## src/rtl/prra_arbiter.sv

```systemverilog
// prra_arbiter: sequential round-robin arbiter with grant locking.
//
// Holds a priority pointer. Once a requester is granted, the grant stays
// locked on it for a whole multi-beat transfer. It is released on the last
// accepted beat (accept & last[g]) or when the requester withdraws its
// request. After a release the next winner is granted on the following
// cycle, with no idle bubble.
//
// Parameters:
//   WIDTH        number of requesters (>=2)
//   LOG2_WIDTH   width of the pointer and grant_index
//   STATE_OFFSET reset value of the pointer; the first search starts one above it
//   MAX_HOLD     maximum grant duration in cycles (timeout build only)
//
// Ports:
//   clk, rst_n   clock (rising edge), asynchronous active-low reset
//   request      per-requester request (level)
//   last         per-requester "current beat is the final beat" flag
//   accept       downstream takes the granted requester's beat this cycle
//   grant_valid  a grant is active
//   grant        one-hot grant; zero when idle
//   grant_index  binary index of the granted requester; holds its value when idle
//   timeout      one-cycle pulse when a grant was force-released
//
// Optional feature: define PRRA_ARBITER_TIMEOUT_EN to add a hold counter.
// The counter force-releases a grant after MAX_HOLD cycles. Without the
// define there is no counter and timeout is tied to 0.
module prra_arbiter #(
  parameter int WIDTH        = 4,
  parameter int LOG2_WIDTH   = $clog2(WIDTH),
  parameter int STATE_OFFSET = 0,
  parameter int MAX_HOLD     = 16
) (
  input  logic                  clk,
  input  logic                  rst_n,
  input  logic [WIDTH-1:0]      request,
  input  logic [WIDTH-1:0]      last,
  input  logic                  accept,
  output logic                  grant_valid,
  output logic [WIDTH-1:0]      grant,
  output logic [LOG2_WIDTH-1:0] grant_index,
  output logic                  timeout
);

  typedef enum logic {IDLE, GRANT} state_t;

  state_t                state_q, state_d;
  logic [LOG2_WIDTH-1:0] ptr_q, ptr_d;
  logic [LOG2_WIDTH-1:0] idx_d;
  logic [WIDTH-1:0]      grant_d;
  logic                  valid_d;
  logic                  done, rel, force_rel;
  logic [WIDTH-1:0]      cand;
  logic [LOG2_WIDTH-1:0] win;

`ifdef PRRA_ARBITER_TIMEOUT_EN
  localparam int HOLD_W = $clog2(MAX_HOLD + 1);
  logic [HOLD_W-1:0] hold_q, hold_d;
  logic              to_q, to_d;
`endif

  // First set bit of req, scanning upward from p+1 with wrap-around.
  // The requester at p itself has the lowest priority. The loop runs from
  // the far end down, so the nearest hit is the one left in w.
  function automatic logic [LOG2_WIDTH-1:0] rr_pick(
    input logic [WIDTH-1:0]      req,
    input logic [LOG2_WIDTH-1:0] p
  );
    logic [LOG2_WIDTH-1:0] w;
    int                    l;
    w = p;
    for (int k = WIDTH - 1; k >= 0; k--) begin
      l = (int'(p) + 1 + k) % WIDTH;
      if (req[l]) w = LOG2_WIDTH'(l);
    end
    return w;
  endfunction

  always_comb begin
    done = accept & last[grant_index];
    rel  = done | ~request[grant_index];
    // After a completed packet, g is still a candidate, but at the lowest
    // priority. After a withdrawal its request bit is already 0. In both
    // cases the raw request vector is the candidate set.
    cand      = request;
    force_rel = 1'b0;
`ifdef PRRA_ARBITER_TIMEOUT_EN
    force_rel = ~rel && (hold_q == HOLD_W'(MAX_HOLD - 1));
    if (force_rel) cand[grant_index] = 1'b0;
`endif
    win = rr_pick(cand, (state_q == GRANT) ? grant_index : ptr_q);
  end

  always_comb begin
    state_d = state_q;
    ptr_d   = ptr_q;
    idx_d   = grant_index;
    grant_d = grant;
    valid_d = grant_valid;
`ifdef PRRA_ARBITER_TIMEOUT_EN
    hold_d  = hold_q;
    to_d    = 1'b0;
`endif
    case (state_q)
      IDLE: begin
        if (|request) begin
          state_d      = GRANT;
          valid_d      = 1'b1;
          grant_d      = '0;
          grant_d[win] = 1'b1;
          idx_d        = win;
          ptr_d        = win;
`ifdef PRRA_ARBITER_TIMEOUT_EN
          hold_d       = '0;
`endif
        end
      end
      GRANT: begin
        if (rel || force_rel) begin
          if (|cand) begin
            grant_d      = '0;
            grant_d[win] = 1'b1;
            idx_d        = win;
            ptr_d        = win;
          end else begin
            state_d = IDLE;
            valid_d = 1'b0;
            grant_d = '0;
          end
`ifdef PRRA_ARBITER_TIMEOUT_EN
          hold_d = '0;
          to_d   = force_rel;
`endif
        end else begin
`ifdef PRRA_ARBITER_TIMEOUT_EN
          hold_d = hold_q + 1'b1;
`endif
        end
      end
      default: begin
        state_d = IDLE;
        valid_d = 1'b0;
        grant_d = '0;
      end
    endcase
  end

  always_ff @(posedge clk or negedge rst_n) begin
    if (!rst_n) begin
      state_q     <= IDLE;
      ptr_q       <= LOG2_WIDTH'(STATE_OFFSET);
      grant_index <= LOG2_WIDTH'(STATE_OFFSET);
      grant       <= '0;
      grant_valid <= 1'b0;
`ifdef PRRA_ARBITER_TIMEOUT_EN
      hold_q      <= '0;
      to_q        <= 1'b0;
`endif
    end else begin
      state_q     <= state_d;
      ptr_q       <= ptr_d;
      grant_index <= idx_d;
      grant       <= grant_d;
      grant_valid <= valid_d;
`ifdef PRRA_ARBITER_TIMEOUT_EN
      hold_q      <= hold_d;
      to_q        <= to_d;
`endif
    end
  end

`ifdef PRRA_ARBITER_TIMEOUT_EN
  assign timeout = to_q;
`else
  assign timeout = 1'b0;
`endif

endmodule

```

## config.mk

```make
export PLATFORM = sky130hd
export DESIGN_NAME = prra_arbiter
export DESIGN_NICKNAME = d
export VERILOG_FILES = /design/src/rtl/prra_arbiter.sv
export SDC_FILE = /design/constraint.sdc
export NUM_CORES = 1
export LEC_CHECK = 0
export ABC_CLOCK_PERIOD_IN_PS = 5900
export CELL_PAD_IN_SITES_DETAIL_PLACEMENT = 1
export CELL_PAD_IN_SITES_GLOBAL_PLACEMENT = 2
export CORE_ASPECT_RATIO = 0.9
export CORE_MARGIN = 2
export CORE_UTILIZATION = 28
export DETAILED_ROUTE_END_ITERATION = 7
export MAX_ROUTING_LAYER = met4
export PLACE_DENSITY_LB_ADDON = 0.2
export SLEW_MARGIN = 20
export SYNTH_ARGS = -nofsm -noshare
export SYNTH_HDL_FRONTEND = slang
export SYNTH_SLANG_ARGS = --single-unit
```

## constraint.sdc

```tcl
create_clock -name clk -period 5.9 [get_ports clk]
set_clock_uncertainty 0.2 [all_clocks]
set_input_delay 1.18 -clock clk [delete_from_list [all_inputs] [get_ports clk]]
set_output_delay 1.18 -clock clk [all_outputs]
set_load 0.005 [all_outputs]
```

Word-level counts from Yosys, hierarchy flattened
Index checks and enable logic that the tools add are counted.
{"block": "classes", "n_addsub": 4, "n_lt_le_gt_ge": 7, "n_eq_ne": 3, "mux": 40, "n_bitwise": 8, "reduce_logical": 8}
{"cell": "32-bit by 3-bit adder with 32-bit output (second input constant)", "count": 2}
{"cell": "32-bit by 2-bit adder with 32-bit output (second input constant)", "count": 1}
{"cell": "2-bit 2-to-1 mux", "count": 9}
{"cell": "3-bit by 4-bit less-than comparator with 1-bit output (second input constant)", "count": 4}
{"cell": "1-bit 2-to-1 mux", "count": 16}
{"cell": "1-bit binary-select mux with 2-bit select", "count": 6}
{"cell": "4-bit 2-to-1 mux", "count": 3}
{"cell": "2-bit case mux with 2 select lines", "count": 2}
{"cell": "4-bit case mux with 2 select lines", "count": 1}
{"cell": "2-bit OR reduction", "count": 4}
{"cell": "2-bit by 3-bit less-than comparator with 1-bit output (second input constant)", "count": 2}
{"cell": "1-bit bitwise AND", "count": 4}
{"cell": "2-bit != test (second input constant)", "count": 2}
{"cell": "1-bit case mux with 2 select lines", "count": 2}
{"cell": "4-bit OR reduction", "count": 1}
{"cell": "2-bit by 1-bit adder with 3-bit output (second input constant)", "count": 1}
{"cell": "3-bit AND reduction", "count": 1}
{"cell": "1-bit demux with 2-bit select", "count": 1}
{"cell": "2-bit by 1-bit greater-or-equal comparator with 1-bit output (second input constant)", "count": 1}
{"cell": "2-bit by 1-bit != test with 1-bit output (second input constant)", "count": 1}
{"cell": "1-bit NOT", "count": 2}
{"cell": "2-bit AND reduction", "count": 1}
{"cell": "1-bit bitwise AND (first input constant)", "count": 1}
{"cell": "1-bit logical AND", "count": 1}
{"cell": "1-bit OR", "count": 1}
{"block": "totals", "reg_bits": 10, "input_bits": 11, "out_inout_bits": 8, "word_cells": 75}

Logic depth before layout (Yosys ltp)
Gate-level depths: netlist of the first run.
{"block": "logic_depth", "depth_word": 19, "mapped_depth": 6, "mapped_depth_nobuf": 5}

Worst setup path before layout of the first run
OpenSTA, ideal clock, no wires.
{"block": "synth_timing", "kind": "input-to-reg", "startpoint": "input port request[3]", "endpoint": "register grant_index[0]", "setup_time_ns": 0.125, "arrival_time_ns": 2.340, "t_required_ns": 5.575, "setup_slack_ns": 3.235, "path_stages": 5, "path_buffers": 0, "cell_sequence": "mux4_2 -> a21boi_2 -> and2_4 -> nor2_4 -> mux2_4"}
{"block": "synth_via", "elab_chain_cells": 10, "word_cells_on_any_way": 25, "classes_between": "eq/ne (1); mux (21); bitwise (2); reduce/logical (1)"}
{"element": "start: declaration", "line": "36", "source": "input logic [WIDTH-1:0] request,"}
{"element": "1-bit binary-select mux with 2-bit select", "line": "74", "source": "if (req[l]) w = LOG2_WIDTH'(l);"}
{"element": "1-bit 2-to-1 mux (implied by the code) (2 in series)", "line": "74"}
{"element": "2-bit 2-to-1 mux (4 in series)", "line": "74"}
{"element": "2-bit 2-to-1 mux", "line": "106, 120"}
{"element": "2-bit 2-to-1 mux", "line": "119", "source": "if (rel || force_rel) begin"}
{"element": "2-bit case mux with 2 select lines", "line": "104", "source": "case (state_q)"}
{"element": "end signal: assignment", "line": "152", "source": "grant_index <= LOG2_WIDTH'(STATE_OFFSET);"}
{"element": "end signal: assignment", "line": "162", "source": "grant_index <= idx_d;"}
{"element": "end: declaration", "line": "41", "source": "output logic [LOG2_WIDTH-1:0] grant_index,"}
Parallel ways exist; a longest one is shown, timed or not. The select of a mux whose other input is x is not followed.
A chain may end at the register's enable or synchronous reset.

Worst setup path in the final report of the first run
Ends and elaborated chain as after synthesis.

==> impl_results.md, run 1 <==
* Switching share of total power at 0.373
* Tmin final at 3.02 ns
* Vias in the first global route at 474
* Largest area contributor in the netlist: dfrtp_1
* Worst-margin pin slew at 0.595 ns
* Mean Syn Cell Area at 10.5 sq um
* HP Class: flop to flop
* #FFs+latches synth at 8
* Crit path max-delay family: multiplexers
* Gate power share at 0.553
* CTS sink cnt at 8
* Fin. Hold Viols at 0
* Mux cell area share after synthesis at 0.153
* DP HPWL at 1.06 mm
* GRT overflow at 0
* Synth top area cells: dfrtp_1 (36%), mux4_2 (8.1%), mux2_4 (5.4%)
* Post-Synth XOR/XNOR Area at 0
* Synth warnings at 0
* Fmax at 0.331 GHz
* CTS Buffer Depth at 2
* Pwr dens at 432 mW/mm^2
* Initial antenna violation count at 0
* Die area at 0.00236 sq mm
* Crit end category: flop
* Max stage delay on crit path at 0.52 ns
* Die H at 46.3 um
* Crit path DAT at 2.96 ns
* # port buffers at 17
* Via density at 5.14
* Fin Setup TNS at 0 ns
* Final Max Slew Viols at 0
* Gate Count Post-Synth at 53
* Area delta synth->final at 36.9%
* Core area at 0.00190 sq mm
* Post-synthesis sequential area ratio at 0.360
* Largest family of logic cells by synthesized area: simple AND/OR/NAND/NOR gates
* Clk Latency, worst-skew pair at 0.26 ns
* Crit path buffers/inverters at 1
* Htree depth at 1
* CTS root buffer: clkbuf_4
* P_int at 0.000207 W
* Vias at 493
* Fillers at 225
* Die Wd at 51.0 um
* CTS tree: done
* Tcrit/Tclk final at 0.512
* Cts hold-fix bufs at 0
* Most common cell after layout, fill and taps aside: clkdlybuf4s50_1
* Worst-path clk slew at 0.05 ns
* ANT nets after route at 0
* Outcome: completed
* Critical path class: input pin to flop
* Finish-stage setup viols at 0
* Total CTS buffers at 3
* Slowest CP cell: clkdlybuf4s50_1
* Synth Area in Adders at 0.0180
* Max_cap viols at 0
* Synth top area share at 0.360
* DR DRC count at 0
* Sw Pwr at 0.000123 W
* Syn Std Cell Area at 557 sq um
* RSZ-0062 raised after global routing: false
* Initial Util at 0.294
* Place WS at 2.60 ns
* Multi-input logic area at 330 sq um
* Routability Congestion at 0.710
* Row count at 15
* Syn nets at 64
* Routed Wire Length at 1.37 mm
* Clock group share of total power at 0.130
* Pin count of the biggest net entering global routing at 12
* Pleak at 0.304 nW
* Nets at 84
* VDD IR-drop max at 175 uV
* Complex-gate fraction of the synthesized area at 0.171
* Number of unique standard cell types used by synthesis at 29
* Post-route setup slack at 2.88 ns
* Simple-Gate Fraction of Synth Area at 0.245
* Number of DRC markers in iteration 0 at 7
* Most frequent cells in the layout: clkdlybuf4s50_1 (17), dfrtp_1 (8), nor2_1 (4), nand3_1 (4)
* Sequential power share at 0.316
* CP cell instances: clkdlybuf4s50_1, mux4_2, a21boi_2, and2_4, nor2_4, mux2_4
* First-pass GRT wire length at 2.33 mm
* Drt pass-1 iters at 4
* Register area at 200 sq um
* Ports at 19
* Layout cells sized above 1 at 0.169
* Post-CTS Repair Setup Buffers at 0
* Critical Path Fanout Max at 6
* Relative slew slack at 0.600
* Worst path required time at 5.84 ns
* Ant diodes at 0
* Crit path launch type: input pin
* Tot GR Track Use at 0.146
* DR WL/cell at 14.3 um
* # resized after CTS at 0
-- metrics by stage --
stage	std cells	instance area, sq um	util	hold WS [ns]	power [W]
floorplan	53	557	-	0.292	0.000223
global placement	93	739	0.390	0.310	0.000286
detailed placement	93	739	0.390	0.310	0.000289
CTS	96	762	0.402	0.322	0.000334
global route	96	762	0.402	0.363	0.000359
finish	96	762	0.402	0.318	0.000330
-- layer usage --
metal	global-route usage	vias to the layer above	part of all wire
li1	-	237	-
met5	-	-	0
met4	0.0486	0	0.0095
met3	0.0812	2	0.096
met1	0.191	238	0.50
met2	0.187	16	0.39
-- final cells by class --
class / instances / area share
Timing Repair Buffer: 17 / 0.223
Sequential cell: 8 / 0.263
Inverter: 2 / 0.00985
Tap cell: 25 / 0.0411
Clock buffer: 3 / 0.0296
Multi-Input combinational cell: 41 / 0.433
-- final timing paths --
check                               start              to  slack, ns  depth (start not counted)
setup / recovery               request[3]  grant_index[0]       2.88                          6
hold / removal                   grant[1]        grant[1]       0.32                          2
setup reg to reg           grant_index[1]  grant_index[0]       3.71                          5
hold reg to reg                  grant[1]        grant[1]       0.32                          2
max in group asynchronous           rst_n        grant[2]       4.23                          1
min in group asynchronous           rst_n  grant_index[1]       1.00                          1
-- power groups by stage --
stage                     logic [W]  clock network (W)  registers (W)
after floorplan            0.000130                  0      0.0000934
after global placement     0.000180                  0       0.000106
after detailed placement   0.000183                  0       0.000106
after CTS                  0.000184          0.0000447       0.000105
after global routing       0.000201          0.0000487       0.000109
final                      0.000182          0.0000430       0.000104
-- cells by family (layout without fill, tap and decap cells) --
logic type	after synthesis	after routing
fa+ha+maj	1	1
mux	5	5
simple gates	21	21
compound gates	13	13
buf+inv	4	22
other cells	1	1
flops	8	8
-- registers in the layout, summed over array words and instances (netlist names) --
register and flops:
state_q 1, grant_index 2, grant_valid 1, grant 4
-- cells in the mapped netlist --
| master | count |
|---|---|
| or2b_1 | 1 |
| nor2_1 | 4 |
| mux4_2 | 2 |
| mux2_4 | 2 |
| o31a_1 | 1 |
| and2_4 | 1 |
| mux2i_1 | 1 |
| nor3_1 | 1 |
| nand3_1 | 4 |
| or3_1 | 2 |
| a21boi_2 | 1 |
| nor4_4 | 1 |
| and3b_2 | 1 |
| dfrtp_1 | 8 |
| o31ai_1 | 1 |
| o211ai_1 | 2 |
| buf_6 | 1 |
| inv_1 | 2 |
| nor3b_1 | 1 |
| conb_1 | 1 |
| nor2_4 | 1 |
| o21ai_0 | 2 |
| nor2b_1 | 1 |
| nand2_1 | 3 |
| a21oi_1 | 2 |
| a32oi_1 | 2 |
| buf_4 | 1 |
| maj3_1 | 1 |
| a22oi_1 | 2 |
-- worst min-delay path, cell delays in order (launching register included) --
cell	delay, ns
dfrtp_1	0.37
nand2_1	0.06
nand3_1	0.06
Power figures use the tool's default switching activity.
==> inputs of run 2 (changes only) <==
--- a/config.mk
+++ b/config.mk
@@ -5,12 +5,12 @@
 export SDC_FILE = /design/constraint.sdc
 export NUM_CORES = 1
 export LEC_CHECK = 0
-export ABC_CLOCK_PERIOD_IN_PS = 5900
+export ABC_CLOCK_PERIOD_IN_PS = 2550
 export CELL_PAD_IN_SITES_DETAIL_PLACEMENT = 1
 export CELL_PAD_IN_SITES_GLOBAL_PLACEMENT = 2
 export CORE_ASPECT_RATIO = 0.9
 export CORE_MARGIN = 2
-export CORE_UTILIZATION = 28
+export CORE_UTILIZATION = 23
 export DETAILED_ROUTE_END_ITERATION = 7
 export MAX_ROUTING_LAYER = met4
 export PLACE_DENSITY_LB_ADDON = 0.2
==> constraint.sdc (replaced) <==
create_clock -name clk -period 2.55 [get_ports clk]
set_clock_uncertainty 0.2 [all_clocks]
set_input_delay 0.51 -clock clk [delete_from_list [all_inputs] [get_ports clk]]
set_output_delay 0.51 -clock clk [all_outputs]
set_load 0.005 [all_outputs]
==> impl_results.md, run 2 (synthesis results as in run 1) <==
* Hold wc startpoint: grant[0]
* Fillers at 274
* Tmin final at 2.22 ns
* Drt pass-1 iters at 2
* R2R setup slack at 0.44 ns
* Vias in the first global route at 561
* Largest register FFs at 4
* HP Class: flop to flop
* Fmax at 0.450 GHz
* Sw Pwr at 0.000284 W
* Final Max Slew Viols at 0
* RSZ-0062 raised after global routing: false
* Max stage delay on crit path at 0.46 ns
* Routed Wire Length at 1.51 mm
* Post-route setup slack at 0.329 ns
* Clock group share of total power at 0.127
* Worst r2r dst: grant_index[1]
* Number of DRC markers in iteration 0 at 2
* Ant diodes at 0
* DR WL/cell at 14.5 um
* Finish-stage setup viols at 0
* P_int at 0.000493 W
* Biggest regs: grant: 4 flops, grant_index: 2 flops
* Pwr dens at 960 mW/mm^2
* ANT nets after route at 0
* CTS root buffer: clkbuf_4
* Pin count of the biggest net entering global routing at 11
* Worst-path clk slew at 0.06 ns
* Worst Hold Path EP: grant[0]
* Slowest CP cell: mux4_2
* Worst path required time at 2.50 ns
* Critical Path Fanout Max at 5
* Reg2reg path depth at 5
* Most frequent cells in the layout: clkdlybuf4s50_1 (17), dfrtp_1 (8), buf_4 (6)
* First-pass GRT wire length at 2.59 mm
* Post-CTS Repair Setup Buffers at 0
* Via density at 5.00
* Max_cap viols at 0
* Most common cell after layout, fill and taps aside: clkdlybuf4s50_1
* Cts hold-fix bufs at 0
* Clk Latency, worst-skew pair at 0.26 ns
* Switching share of total power at 0.365
* Row count at 16
* Gate power share at 0.585
* Post-Place Cells at 101
* DR DRC count at 0
* Total CTS buffers at 3
* Outcome: completed
* Fin. Hold Viols at 0
* Tot GR Track Use at 0.123
* Initial antenna violation count at 0
* Die H at 50.7 um
* GRT overflow at 0
* VDD IR-drop max at 364 uV
* CTS sink cnt at 8
* Die Wd at 55.9 um
* Tcrit/Tclk final at 0.871
* Ports at 19
* DP HPWL at 1.18 mm
* Crit path DAT at 2.17 ns
* Nets at 90
* Hold path cells at 2
* Crit end category: flop
* Die area at 0.00283 sq mm
* # resized after CTS at 0
* # port buffers at 17
* Launching point of the worst reg2reg path: grant_index[0]
* Fin Setup TNS at 0 ns
* Core area at 0.00224 sq mm
* Layout cells sized above 1 at 0.234
* Pleak at 0.333 nW
* Vias at 520
* Initial Util at 0.248
* CTS Buffer Depth at 2
* Sequential power share at 0.288
* Routability Congestion at 0.729
* Biggest register: grant
* Area delta synth->final at 45.4%
* CP cell instances: clkdlybuf4s50_1, mux4_2, a21boi_2, and2_4, nor2_4, mux2_4
* CTS tree: done
* Final non-filler cell total at 104
* Crit path launch type: input pin
* Critical path class: input pin to flop
* Htree depth at 1
* Place WS at 0.0501 ns
-- run 2: layout make-up --
class	instances	area, sq um	area share
flip-flops and latches	8	200	0.247
well taps	27	33.8	0.0417
inverters	2	7.51	0.00927
clock buffers	3	22.5	0.0278
repair buffers	23	215	0.266
multi-input cells	41	330	0.408
-- run 2: through the flow --
stage / cell area [sq um] / util / hold WS (ns) / power [W]
3_5_place_dp: 787 / 0.351 / 0.312 / 0.000687
5_1_grt: 810 / 0.361 / 0.347 / 0.000845
6_report: 810 / 0.361 / 0.324 / 0.000777
4_1_cts: 810 / 0.361 / 0.323 / 0.000793
2_1_floorplan: 557 / - / 0.0144 / 0.000516
3_3_place_gp: 787 / 0.351 / 0.310 / 0.000684
-- run 2: worst max-delay path by stage --
| stage | depth (start not counted) | to | startpoint |
|---|---|---|---|
| finish | 6 | grant_index[1] | request[1] |
| global route | 6 | grant_index[1] | request[1] |
| CTS | 6 | grant_index[1] | request[1] |
| detailed placement | 6 | grant_index[1] | request[2] |
| global placement | 6 | grant_index[0] | request[3] |
| floorplan | 6 | grant_index[0] | grant_index[1] |
-- run 2: routing by layer --
layer / vias up / global-route usage / share of wire
met5: - / - / 0
met4: 0 / 0.0357 / 0.0040
met3: 2 / 0.0490 / 0.047
met2: 13 / 0.181 / 0.44
met1: 258 / 0.157 / 0.51
li1: 247 / - / -
-- run 2: power by group through the flow --
stage               Combinational [W]  Sequential (W)   Clock, W
floorplan                    0.000300        0.000216          0
global placement             0.000455        0.000229          0
detailed placement           0.000460        0.000227          0
CTS                          0.000463        0.000225   0.000105
global route                 0.000499        0.000234   0.000111
finish                       0.000455        0.000224  0.0000984
-- run 2: critical path: cells and delay by family --
kind            cells  cell delay [ns]
compound gates      1             0.18
buf+inv             1             0.43
mux                 2             0.76
simple gates        2             0.29
==> inputs of run 3 (changes only) <==
--- a/config.mk
+++ b/config.mk
@@ -11,6 +11,7 @@
 export CORE_ASPECT_RATIO = 0.9
 export CORE_MARGIN = 2
 export CORE_UTILIZATION = 23
+export CTS_CLUSTER_DIAMETER = 150
 export DETAILED_ROUTE_END_ITERATION = 7
 export MAX_ROUTING_LAYER = met4
 export PLACE_DENSITY_LB_ADDON = 0.2
==> results of run 3 <==
Same layout as run 2: the final DEF is identical, and so are final timing and power.
